===== config.mk =====
export PLATFORM = sky130hd
export DESIGN_NAME = hex_digit_scanner
export DESIGN_NICKNAME = d
export VERILOG_FILES = /design/src/rtl/hex_disp_pkg.sv /design/src/rtl/slot_timer.sv /design/src/rtl/hex_digit_scanner.sv
export SDC_FILE = /design/constraint.sdc
export NUM_CORES = 1
export LEC_CHECK = 0
export ABC_AREA = 0
export CORE_AREA = 2 2 90 92
export DETAILED_ROUTE_END_ITERATION = 12
export DIE_AREA = 0 0 92 94
export GPL_TIMING_DRIVEN = 0
export PLACE_DENSITY = 0.71
export REMOVE_ABC_BUFFERS = 1
export SYNTH_ARGS = -nofsm -noshare
export SYNTH_HDL_FRONTEND = slang
export SYNTH_SLANG_ARGS = --single-unit

===== constraint.sdc =====
create_clock -name clk -period 2.1 [get_ports clk]
set_input_delay 0.42 -clock clk [delete_from_list [all_inputs] [get_ports clk]]
set_output_delay 0.42 -clock clk [all_outputs]
set_load 0.02 [all_outputs]

===== src/rtl/hex_disp_pkg.sv =====
// Shared constants, FSM encoding and blanking helper for the 4-digit hex scanner.
package hex_disp_pkg;

  localparam int NUM_DIGITS = 4;
  localparam int DIGIT_W    = 4;
  localparam int DATA_W     = NUM_DIGITS * DIGIT_W;
  localparam int IDX_W      = $clog2(NUM_DIGITS);

  typedef enum logic {
    ST_GUARD  = 1'b0,
    ST_ACTIVE = 1'b1
  } scan_state_e;

  // A digit is dark when force-blanked, or (LZS on) it and everything to its left is zero.
  function automatic logic [NUM_DIGITS-1:0] digit_blank_mask(
    input logic [DATA_W-1:0]     disp,
    input logic [NUM_DIGITS-1:0] blank,
    input logic                  lzs
  );
    logic [NUM_DIGITS-1:0] mask;
    logic                  upper_zero;
    mask       = blank;
    upper_zero = 1'b1;
    for (int i = NUM_DIGITS - 1; i > 0; i--) begin
      upper_zero = upper_zero & (disp[i*DIGIT_W +: DIGIT_W] == '0);
      mask[i]    = mask[i] | (lzs & upper_zero);
    end
    return mask;
  endfunction

endpackage


===== src/rtl/slot_timer.sv =====
// Per-digit slot prescaler: counts 0..PRESCALE-1, flags the wrap and the last guard cycle.
module slot_timer #(
  parameter int PRESCALE = 50000,
  parameter int GUARD    = 16
) (
  input  logic                        clk,
  input  logic                        rst,
  output logic [$clog2(PRESCALE)-1:0] cnt,
  output logic                        wrap,
  output logic                        guard_end
);

  localparam int CNT_W = $clog2(PRESCALE);

  logic [CNT_W-1:0] cnt_q;
  logic [CNT_W-1:0] cnt_d;

  always_comb begin
    wrap      = (cnt_q == CNT_W'(PRESCALE - 1));
    guard_end = (cnt_q == CNT_W'(GUARD - 1));
    cnt_d     = wrap ? '0 : cnt_q + CNT_W'(1);
  end

  always_ff @(posedge clk) begin
    if (rst) begin
      cnt_q <= '0;
    end else begin
      cnt_q <= cnt_d;
    end
  end

  assign cnt = cnt_q;

endmodule


===== src/rtl/hex_digit_scanner.sv =====
// Time-multiplexed 4-digit hex display scanner with anti-ghosting guard,
// frame-synchronous double buffering and leading-zero suppression.
module hex_digit_scanner
  import hex_disp_pkg::*;
#(
  parameter int PRESCALE = 50000,
  parameter int GUARD    = 16
) (
  input  logic                  clk,
  input  logic                  rst,
  input  logic [DATA_W-1:0]     data_in,
  input  logic [NUM_DIGITS-1:0] blank_in,
  input  logic                  lzs_in,
  input  logic                  load,
  output logic [DIGIT_W-1:0]    hex_out,
  output logic [NUM_DIGITS-1:0] an,
  output logic                  frame_done
);

  localparam int CNT_W = $clog2(PRESCALE);

  logic [CNT_W-1:0]      cnt;
  logic                  wrap;
  logic                  guard_end;
  logic                  boundary;

  logic [IDX_W-1:0]      idx_q, idx_d;
  scan_state_e           state_q, state_d;
  logic [DATA_W-1:0]     shadow_q, shadow_d;
  logic [NUM_DIGITS-1:0] shadow_blank_q, shadow_blank_d;
  logic                  shadow_lzs_q, shadow_lzs_d;
  logic [DATA_W-1:0]     disp_q, disp_d;
  logic [NUM_DIGITS-1:0] disp_blank_q, disp_blank_d;
  logic                  disp_lzs_q, disp_lzs_d;
  logic [DIGIT_W-1:0]    hex_q, hex_d;
  logic [NUM_DIGITS-1:0] an_q, an_d;
  logic                  frame_done_q, frame_done_d;
  logic [NUM_DIGITS-1:0] dark_mask;

  slot_timer #(
    .PRESCALE (PRESCALE),
    .GUARD    (GUARD)
  ) u_slot_timer (
    .clk       (clk),
    .rst       (rst),
    .cnt       (cnt),
    .wrap      (wrap),
    .guard_end (guard_end)
  );

  always_comb begin
    boundary = (idx_q == IDX_W'(NUM_DIGITS - 1)) && (cnt == CNT_W'(PRESCALE - 1));
    idx_d    = wrap ? idx_q + IDX_W'(1) : idx_q;

    shadow_d       = shadow_q;
    shadow_blank_d = shadow_blank_q;
    shadow_lzs_d   = shadow_lzs_q;
    if (load) begin
      shadow_d       = data_in;
      shadow_blank_d = blank_in;
      shadow_lzs_d   = lzs_in;
    end

    // Display regs move only on the frame edge; a load landing on that edge bypasses the shadow.
    disp_d       = disp_q;
    disp_blank_d = disp_blank_q;
    disp_lzs_d   = disp_lzs_q;
    if (boundary) begin
      disp_d       = load ? data_in  : shadow_q;
      disp_blank_d = load ? blank_in : shadow_blank_q;
      disp_lzs_d   = load ? lzs_in   : shadow_lzs_q;
    end

    state_d = state_q;
    case (state_q)
      ST_GUARD:  if (guard_end) state_d = ST_ACTIVE;
      ST_ACTIVE: if (wrap)      state_d = ST_GUARD;
      default:                  state_d = ST_GUARD;
    endcase

    dark_mask    = digit_blank_mask(disp_d, disp_blank_d, disp_lzs_d);
    hex_d        = disp_d[idx_d*DIGIT_W +: DIGIT_W];
    frame_done_d = boundary;
  end

  // Outputs are computed from next-cycle state so the registered values line up with cnt/idx.
  for (genvar gi = 0; gi < NUM_DIGITS; gi++) begin : g_anode
    assign an_d[gi] = !((state_d == ST_ACTIVE) && (idx_d == IDX_W'(gi)) && !dark_mask[gi]);
  end

  always_ff @(posedge clk) begin
    if (rst) begin
      idx_q          <= '0;
      state_q        <= ST_GUARD;
      shadow_q       <= '0;
      shadow_blank_q <= '0;
      shadow_lzs_q   <= 1'b0;
      disp_q         <= '0;
      disp_blank_q   <= '0;
      disp_lzs_q     <= 1'b0;
      hex_q          <= '0;
      an_q           <= '1;
      frame_done_q   <= 1'b0;
    end else begin
      idx_q          <= idx_d;
      state_q        <= state_d;
      shadow_q       <= shadow_d;
      shadow_blank_q <= shadow_blank_d;
      shadow_lzs_q   <= shadow_lzs_d;
      disp_q         <= disp_d;
      disp_blank_q   <= disp_blank_d;
      disp_lzs_q     <= disp_lzs_d;
      hex_q          <= hex_d;
      an_q           <= an_d;
      frame_done_q   <= frame_done_d;
    end
  end

  assign hex_out    = hex_q;
  assign an         = an_q;
  assign frame_done = frame_done_q;

endmodule


==> run_results.csv, run 1 <==
group,metric,value,unit
power_and_ir_drop,leakage,1.37,nW
finish,drive_above_1_share,16.1,%
sta,setup_ws,112,ps
clock_network,htree_num_levels,3,
detailed_routing,routed_wl,7.47,mm
synthesis,synth.distinct_cells,41,
synthesis,synth_top_area_share,45.2,%
finish,utilization,50.3,%
detailed_routing,via_per_inst,5.65,
power_and_ir_drop,finalPower,2.62,mW
critical_path,cp-start-kind,"register",
synthesis,synth_cells,334,
critical_path,critPathArrivalTime,2200,ps
floorplanning,rows,32,
floorplanning,die_w,92,um
detailed_routing,drt_iter0_drc,161,
synthesis,ys_seq_elements,70,
power_and_ir_drop,seq_power_share,52.2,%
synthesis,synth_area,3100,sq um
finish,multi_input_area,1690,sq um
critical_path,path_cells,"ha_1, and3_2, and3_4, buf_4, buf_4, nand4_1, o221ai_1, a41oi_2",
clock_network,cts_max_path_buffers,2,
sta,fin_crit_sh,94.7,%
global_route,grt_max_degree,40,
clock_network,clock-sinks,70,
run,max-cap-violations,0,
floorplanning,initial_utilization,40.8,%
sta,tightest_slew,792,ps
place,port-buffer-count,32,
place,hpwl,4.45,mm
critical_path,crit_path_max_incr_delay,360,ps
synthesis,synth_warnings,0,
floorplanning,io-pin-count,33,
finish,regArea,1400,sq um
floorplanning,die_area,8650,sq um
sta,slew_violations,0,
power_and_ir_drop,power.switching,0.583,mW
finish,fin_nets,394,
power_and_ir_drop,internal_power,2.04,mW
clock_network,clk_latency,350,ps
global_route,antenna_found_initial,0,
clock_network,cts_root_buf,"clkbuf_8",
floorplanning,fp.coreArea,7610,sq um
critical_path,required,2310,ps
synthesis,synth_most_common_cell,"dfxtp_1",
power_and_ir_drop,comb_power_share,5.8,%
sta,setup_viol,0,
detailed_routing,drc,0,
hold_path,holdPathStages,2,
global_route,overflow,0,
sta,finClkSkew,9.14,ps
detailed_routing,ant_nets,0,
critical_path,slowest_stage,"dfxtp_1",
detailed_routing,first_pass_iters,4,
synthesis,synth_commonest_cells,"dfxtp_1, nor2_1, nand4_1",
synthesis,synth_area_leader_cell,"dfxtp_1",
power_and_ir_drop,irDropWorstVdd,0.000298,V
critical_path,crit_path_end_kind,"register",
synthesis,async_flop_share,0,%
power_and_ir_drop,p_per_area,685,nW/um^2
synthesis,ys_seq_area_share,45.2,%
power_and_ir_drop,clkPwrFrac,42.0,%
floorplanning,die_height,94,um
hold_path,min_path_type,"in -> reg",
sta,fin_hold_ws,421,ps
clock_network,cts_tree,"done",
global_route,grt_pass1_vias,2451,
finish,insertedDiodeCount,0,
place,dp_cells,447,
global_route,grt_pass1_wl,11.9,mm
synthesis,synth-main-ff-cell,"dfxtp_1",
sta,final-hold-violation-count,0,
finish,instances_no_fill,475,
clock_network,cts_buffers,9,
critical_path,cp_max_fo,10,
synthesis,synth_area_leaders,"dfxtp_1, nor2_1, mux2i_1, nand4_1, o221ai_1",
synthesis,synth_edf_count,0,
outcome,status,"complete, no violations",
critical_path,crit_type,"reg -> reg",
power_and_ir_drop,switching_share,22.2,%
finish,syn_to_final_growth,23.3,%
place,pre_cts_slack,-825,ps
clock_network,path_clk_slew,80,ps
critical_path,worst_path_most_repeated_cell,"buf_4",
place,place_congestion,0.814,
sta,timing.slew.headroom,47.2,%
detailed_routing,wl_per_cell,15.7,um
synthesis,synth.avg_cell_area,9.29,sq um
critical_path,rr_worst_depth,8,
global_route,grt_usage,17.4,%
detailed_routing,via_count,2685,
sta,fin_crit,1990,ps
finish,layout.filler_cells,694,
sta,max_freq,503,MHz
-- registers in the layout, summed over array words and instances, names as in the netlist --
signal / cells
disp_q: 16
shadow_q: 16
u_slot_timer.cnt: 16
an: 4
disp_blank_q: 4
hex_out: 4
shadow_blank_q: 4
idx_q: 2
disp_lzs_q: 1
frame_done: 1
shadow_lzs_q: 1
state_q: 1
-- timing repair --
action / CTS / global route
hold buffers: 0 / 0
gates cloned: 2 / 2
gates resized for setup: 11 / 11
pin swaps: 0 / 2
endpoints found under the setup margin: 46 / 27
hold endpoints to repair: 0 / 0
setup buffers: 5 / 3
-- power by group through the flow --
stage               combinational, mW  sequential [mW]  clock (mW)
floorplan                      0.0624             1.40           0
global placement                0.149             1.40           0
detailed placement              0.155             1.40           0
CTS                             0.154             1.37        1.13
global route                    0.167             1.37        1.18
finish                          0.153             1.37        1.10
-- critical path: cells and delay by family, from the launching register on --
family | cells | cell delay [ps]
compound gates | 2 | 310
fa+ha+maj | 1 | 220
buf+inv | 2 | 270
flops | 1 | 360
simple gates | 3 | 690
-- per-layer routing --
metal	track usage (%)	wire, um	vias up	share of wire [%]
met1	24.0	3310	1260	44
met2	25.2	3410	103	46
li1	-	-	1303	-
met3	3.45	511	19	6.8
met5	0	0	-	0
met4	10.3	230	0	3.1
-- logic make-up (layout without fill, tap and decap cells) --
family	Yosys count	count (layout)	synth area share, %
fa+ha+maj	2	2	0.806
xor+xnor	15	15	4.23
buf+inv	25	60	4.27
simple gates	145	149	24.4
mux	26	26	8.51
compound gates	51	51	12.6
flops	70	70	45.2
-- stage by stage --
stage	setup TNS [ps]	cell area (sq um)
6_report	0	3830
3_5_place_dp	-33620	3440
5_1_grt	-9.91	3830
4_1_cts	0	3730
2_1_floorplan	-2260	2980
3_3_place_gp	-45250	3430
-- area by class of cell --
class / count / share of cell area [%]
multi-input combinational: 243 / 44.2
sequential: 70 / 36.6
timing repair buffer: 41 / 10.4
clock buffer: 12 / 4.05
tap: 102 / 3.33
clock inverter: 4 / 1.18
inverter: 3 / 0.294
-- cells in the final DEF, fill, tap and decap left out, types with 7 or more instances in the layout --
| cell | netlist | final |
|---|---|---|
| nor4_1 | 7 | 7 |
| o21ai_0 | 20 | 20 |
| nand4_1 | 26 | 26 |
| clkbuf_8 | 0 | 11 |
| nor2_1 | 65 | 65 |
| clkdlybuf4s50_1 | 0 | 30 |
| buf_4 | 4 | 8 |
| nand3_1 | 8 | 8 |
| o221ai_1 | 16 | 14 |
| xnor2_1 | 9 | 9 |
| dfxtp_1 | 70 | 70 |
| nand2_1 | 10 | 10 |
| and3_1 | 10 | 7 |
| mux2i_1 | 23 | 23 |
-- worst paths after layout --
| kind | from | end | slack, ps |
|---|---|---|---|
| hold reg to reg | u_slot_timer.cnt[0]$_SDFF_PP0_ | u_slot_timer.cnt[0]$_SDFF_PP0_ | 460 |
| setup / recovery | u_slot_timer.cnt[0]$_SDFF_PP0_ | hex_out[3]$_SDFF_PP0_ | 110 |
| setup reg to reg | u_slot_timer.cnt[0]$_SDFF_PP0_ | hex_out[3]$_SDFF_PP0_ | 110 |
| hold / removal | rst | disp_blank_q[1]$_SDFF_PP0_ | 420 |
No activity file was read; power rests on OpenSTA's default activity.
==> run 2: changes to the inputs <==
ABC_CLOCK_PERIOD_IN_PS = 2100   (was unset)
GPL_ROUTABILITY_DRIVEN = 0   (was unset)
RECOVER_POWER = 100   (was unset)
==> run_results.csv, run 2 (synthesis gave the netlist of run 1 again) <==
group,metric,value,unit
finish,drive_above_1_share,16.1,%
finish,utilization,50.3,%
floorplanning,die_area,8650,sq um
clock_network,cts_root_buf,"clkbuf_8",
critical_path,crit_type,"reg -> reg",
critical_path,worst_path_most_repeated_cell,"buf_4",
floorplanning,rows,32,
clock_network,htree_num_levels,3,
critical_path,path_cells,"ha_1, and3_2, and3_4, buf_4, buf_4, nand4_1, o221ai_1, a41oi_2",
clock_network,clk_latency,340,ps
sta,timing.slew.headroom,47.0,%
sta,fin_hold_ws,420,ps
power_and_ir_drop,switching_share,22.2,%
power_and_ir_drop,leakage,1.38,nW
critical_path,cp_top_family,"simple AND/OR/NAND/NOR gates",
global_route,grt_usage,17.4,%
floorplanning,io-pin-count,33,
global_route,grt_max_degree,40,
sta,fin_crit,2000,ps
finish,syn_to_final_growth,23.3,%
global_route,grt_pass1_vias,2451,
power_and_ir_drop,comb_power_share,5.9,%
critical_path,crit_path_end_kind,"register",
sta,final-hold-violation-count,0,
power_and_ir_drop,p_per_area,686,nW/um^2
power_and_ir_drop,irDropWorstVdd,0.000298,V
critical_path,slowest_stage,"dfxtp_1",
clock_network,cts_tree,"done",
detailed_routing,wl_per_cell,15.8,um
global_route,grt_pass1_wl,11.9,mm
finish,mostFrequentLayoutCells,"dfxtp_1, nor2_1, nand4_1, mux2i_1, clkdlybuf4s50_1",
critical_path,path_buf_inv,2,
critical_path,cp_max_fo,10,
critical_path,regToRegSetupSlack,100,ps
detailed_routing,drc,0,
critical_path,crit_path_max_incr_delay,360,ps
detailed_routing,routed_wl,7.53,mm
outcome,status,"complete, no violations",
sta,tightest_slew,795,ps
clock_network,path_clk_slew,70,ps
detailed_routing,via_count,2695,
floorplanning,fp.coreArea,7610,sq um
detailed_routing,first_pass_iters,5,
sta,finClkSkew,8.46,ps
place,hpwl,4.45,mm
detailed_routing,drt_iter0_drc,190,
finish,regArea,1400,sq um
power_and_ir_drop,internal_power,2.04,mW
detailed_routing,via_per_inst,5.67,
global_route,antenna_found_initial,0,
critical_path,cp-start-kind,"register",
sta,fin_crit_sh,95.2,%
finish,insertedDiodeCount,0,
finish,layout.filler_cells,695,
critical_path,required,2310,ps
power_and_ir_drop,clkPwrFrac,42.0,%
floorplanning,die_height,94,um
finish,final_common_cell,"dfxtp_1",
clock_network,clock-sinks,70,
clock_network,cts_max_path_buffers,2,
power_and_ir_drop,power.switching,0.582,mW
floorplanning,initial_utilization,40.8,%
clock_network,cts_buffers,9,
sta,max_freq,500,MHz
finish,fin_nets,394,
finish,multi_input_area,1690,sq um
floorplanning,die_w,92,um
run,max-cap-violations,0,
power_and_ir_drop,seq_power_share,52.2,%
clock_network,hold_buffers,0,
hold_path,min_path_type,"in -> reg",
sta,setup_viol,0,
place,port-buffer-count,32,
sta,slew_violations,0,
detailed_routing,ant_nets,0,
global_route,overflow,0,
critical_path,critPathArrivalTime,2210,ps
run 2: layout make-up:
cell class | count | share of cell area, %
multi-input combinational | 243 | 44.2
clock inverter | 4 | 1.18
tap | 102 | 3.34
clock buffer | 12 | 4.06
timing repair buffer | 41 | 10.3
sequential | 70 | 36.6
inverter | 3 | 0.294
run 2: final timing paths:
check	startpoint	endpoint	cells after the start
worst max-delay path	u_slot_timer.cnt[0]$_SDFF_PP0_	hex_out[3]$_SDFF_PP0_	8
worst min-delay path	rst	disp_blank_q[1]$_SDFF_PP0_	2
worst max register to register	u_slot_timer.cnt[0]$_SDFF_PP0_	hex_out[3]$_SDFF_PP0_	8
worst min register to register	u_slot_timer.cnt[0]$_SDFF_PP0_	u_slot_timer.cnt[0]$_SDFF_PP0_	1
run 2: stage by stage:
step                      TNS [ps]  power [mW]  instance area (sq um)  worst slack [ps]  std cells
after floorplan              -2260        1.46                   2980              -280        312
after global placement      -45250        1.55                   3430             -1200        446
after detailed placement    -33620        1.55                   3440              -825        447
after CTS                        0        2.65                   3730              12.0        470
after global routing         -13.7        2.72                   3820             -13.7        475
final                            0        2.62                   3820               101        475
run 2: routing by layer:
layer | share of wire, % | GRT usage (%) | vias up
li1 | - | - | 1303
met1 | 46 | 24.0 | 1282
met2 | 46 | 25.2 | 93
met3 | 5.5 | 3.45 | 17
met4 | 2.4 | 10.3 | 0
met5 | 0 | 0 | -
run 2: worst register-to-register path, delay by kind of cell, from the launching register on:
kind / cells / cell delay [ps]
buffers and inverters: 2 / 280
AOI/OAI and AO/OA: 2 / 330
and+or+nand+nor: 3 / 690
DFF: 1 / 360
adders and majority gates: 1 / 210
run 2: what timing repair did:
action | in CTS | in global routing
buffers inserted | 5 | 3
gates cloned | 2 | 2
gates resized for setup | 11 | 11
pin swaps | 0 | 2
endpoints found under the setup margin | 46 | 27
run 2: power groups by stage:
| stage | Sequential (mW) | Combinational [mW] | Clock (mW) |
|---|---|---|---|
| CTS | 1.37 | 0.154 | 1.13 |
| finish | 1.37 | 0.153 | 1.10 |
| global route | 1.37 | 0.167 | 1.18 |
| floorplan | 1.40 | 0.0624 | 0 |
| detailed placement | 1.40 | 0.155 | 0 |
| global placement | 1.40 | 0.149 | 0 |
==> run 3: changes to the inputs <==
ABC_CLOCK_PERIOD_IN_PS = 2600   (was 2100)
clock period = 2.6 ns   (was 2.1 ns; I/O delays follow)
==> run_results.csv, run 3 (synthesis gave the netlist of run 1 again) <==
group,metric,value,unit
power_and_ir_drop,internal_power,1.65,mW
critical_path,required,2850,ps
floorplanning,rows,32,
power_and_ir_drop,clkPwrFrac,42.0,%
global_route,grt_use_met3,3.37,%
detailed_routing,via_count,2541,
sta,rsz0062_at_grt,"no",
place,hpwl,4.45,mm
finish,final_common_cell,"dfxtp_1",
detailed_routing,first_pass_iters,4,
critical_path,r2r_start,"u_slot_timer.cnt[0]$_SDFF_PP0_",
global_route,grt_max_degree,41,
critical_path,cp-start-kind,"register",
run,max-cap-violations,0,
sta,slew_violations,0,
finish,fin_nets,382,
critical_path,cp_max_fo,40,
floorplanning,die_height,94,um
clock_network,clock-sinks,70,
sta,setup_viol,0,
clock_network,cts_buffers,9,
power_and_ir_drop,irDropWorstVdd,0.000230,V
critical_path,slowest_stage,"and3_4",
finish,syn_to_final_growth,16.9,%
power_and_ir_drop,leakage,1.30,nW
floorplanning,die_area,8650,sq um
global_route,met2_usage,24.0,%
floorplanning,initial_utilization,40.8,%
detailed_routing,via_per_inst,5.49,
clock_network,cts_root_buf,"clkbuf_8",
detailed_routing,drc,0,
sta,timing.slew.headroom,53.0,%
sta,setup_ws,240,ps
hold_path,min_path_type,"reg -> reg",
global_route,busiest_layer,"met2",
floorplanning,fp.coreArea,7610,sq um
sta,final-hold-violation-count,0,
finish,drive_above_1_share,9.97,%
sta,fin_crit_sh,90.8,%
power_and_ir_drop,seq_power_share,52.2,%
clock_network,cts_tree,"done",
sta,max_freq,424,MHz
clock_network,htree_num_levels,3,
finish,insertedDiodeCount,0,
power_and_ir_drop,p_per_area,584,nW/um^2
sta,fin_crit,2360,ps
clock_network,cts_max_path_buffers,2,
finish,regArea,1400,sq um
critical_path,regToRegEndpoint,"hex_out[1]$_SDFF_PP0_",
place,dp_cells,447,
clock_network,clk_latency,340,ps
critical_path,crit_type,"reg -> reg",
critical_path,critPathLaunch,"u_slot_timer.cnt[0]$_SDFF_PP0_",
critical_path,worst_path_most_repeated_cell,"and3_4",
critical_path,rr_worst_depth,6,
outcome,status,"complete, no violations",
sta,finClkSkew,7.66,ps
power_and_ir_drop,finalPower,2.12,mW
clock_network,hold_buffers,0,
critical_path,crit_end,"hex_out[1]$_SDFF_PP0_",
floorplanning,io-pin-count,33,
critical_path,crit_path_end_kind,"register",
global_route,overflow,0,
critical_path,critPathArrivalTime,2610,ps
finish,mostFrequentLayoutCells,"dfxtp_1, nor2_1, nand4_1, mux2i_1, clkdlybuf4s50_1",
clock_network,path_clk_slew,70,ps
critical_path,cp_top_family,"simple AND/OR/NAND/NOR gates",
power_and_ir_drop,comb_power_share,5.8,%
critical_path,regToRegSetupSlack,240,ps
power_and_ir_drop,power.switching,0.470,mW
detailed_routing,routed_wl,6.71,mm
detailed_routing,ant_nets,0,
global_route,antenna_found_initial,0,
sta,tightest_slew,705,ps
finish,instances_no_fill,463,
detailed_routing,drt_iter0_drc,137,
finish,multi_input_area,1560,sq um
critical_path,path_buf_inv,0,
critical_path,crit_path_max_incr_delay,490,ps
critical_path,path_cells,"ha_1, and3_1, and3_4, and3_4, o221ai_1, a41oi_1",
place,pre_cts_slack,-425,ps
global_route,grt_pass1_vias,2350,
detailed_routing,wl_per_cell,14.5,um
floorplanning,die_w,92,um
global_route,grtUsageMet1,23.0,%
critical_path,critical_path_depth,6,
finish,layout.filler_cells,714,
power_and_ir_drop,switching_share,22.2,%
global_route,grt_usage,16.5,%
global_route,grt_pass1_wl,11.3,mm
place,port-buffer-count,32,
-- run 3: cell count changes in the layout (fill, tap and decap cells not counted), moves of 2 or more --
cell	previous run	this run
buf_4	7	0
and3_2	4	1
a211oi_2	0	2
a211oi_4	2	0
a41oi_1	0	2
a41oi_2	4	2
and3_4	4	2
nor3_1	2	4
nor3_2	2	0
nor4_2	0	2
nor4_4	3	1
o221ai_1	14	16
o221ai_2	2	0
-- run 3: stage by stage --
| step | util [%] | area (sq um) | setup TNS [ps] | hold slack, ps |
|---|---|---|---|---|
| detailed placement | 45.3 | 3440 | -7160 | 450 |
| floorplan | - | 2980 | 0 | 426 |
| finish | 47.7 | 3630 | 0 | 462 |
| CTS | 47.9 | 3650 | 0 | 466 |
| global route | 47.7 | 3630 | 0 | 496 |
| global placement | 45.1 | 3430 | -17150 | 438 |
-- run 3: final cells by class --
cell class              count  share of cell area (%)
well taps                 102                    3.52
clock inverters             4                    1.24
inverters                   3                   0.310
repair buffers             33                    9.07
multi-input cells         239                    42.9
clock buffers              12                    4.28
flip-flops and latches     70                    38.6
-- run 3: how the worst min path moves through the flow --
stage                                               from                        endpoint  slack (ps)  cells after the start
after CTS                 u_slot_timer.cnt[0]$_SDFF_PP0_  u_slot_timer.cnt[0]$_SDFF_PP0_         470                      1
final                     u_slot_timer.cnt[0]$_SDFF_PP0_  u_slot_timer.cnt[0]$_SDFF_PP0_         460                      1
after global routing      u_slot_timer.cnt[0]$_SDFF_PP0_  u_slot_timer.cnt[0]$_SDFF_PP0_         500                      1
after global placement    u_slot_timer.cnt[0]$_SDFF_PP0_  u_slot_timer.cnt[0]$_SDFF_PP0_         440                      1
after detailed placement  u_slot_timer.cnt[0]$_SDFF_PP0_  u_slot_timer.cnt[0]$_SDFF_PP0_         450                      1
after floorplan           u_slot_timer.cnt[0]$_SDFF_PP0_  u_slot_timer.cnt[0]$_SDFF_PP0_         430                      1
-- run 3: layer usage --
| metal | part of all wire (%) | up-vias |
|---|---|---|
| met3 | 5.0 | 12 |
| met5 | 0 | - |
| met4 | 1.9 | 0 |
| met1 | 49 | 1202 |
| li1 | - | 1270 |
| met2 | 44 | 57 |
-- run 3: power by group through the flow --
| stage | combinational [mW] | clock (mW) | sequential [mW] |
|---|---|---|---|
| after floorplan | 0.0504 | 0 | 1.13 |
| after global placement | 0.120 | 0 | 1.13 |
| after detailed placement | 0.125 | 0 | 1.13 |
| after CTS | 0.125 | 0.909 | 1.11 |
| after global routing | 0.133 | 0.951 | 1.11 |
| final | 0.123 | 0.889 | 1.11 |
-- run 3: timing repair --
action | in CTS | in global routing
cloned | 0 | 0
gates resized for setup | 3 | 2
buffers inserted | 0 | 0
setup endpoints to repair | 32 | 8
pin swaps | 0 | 0
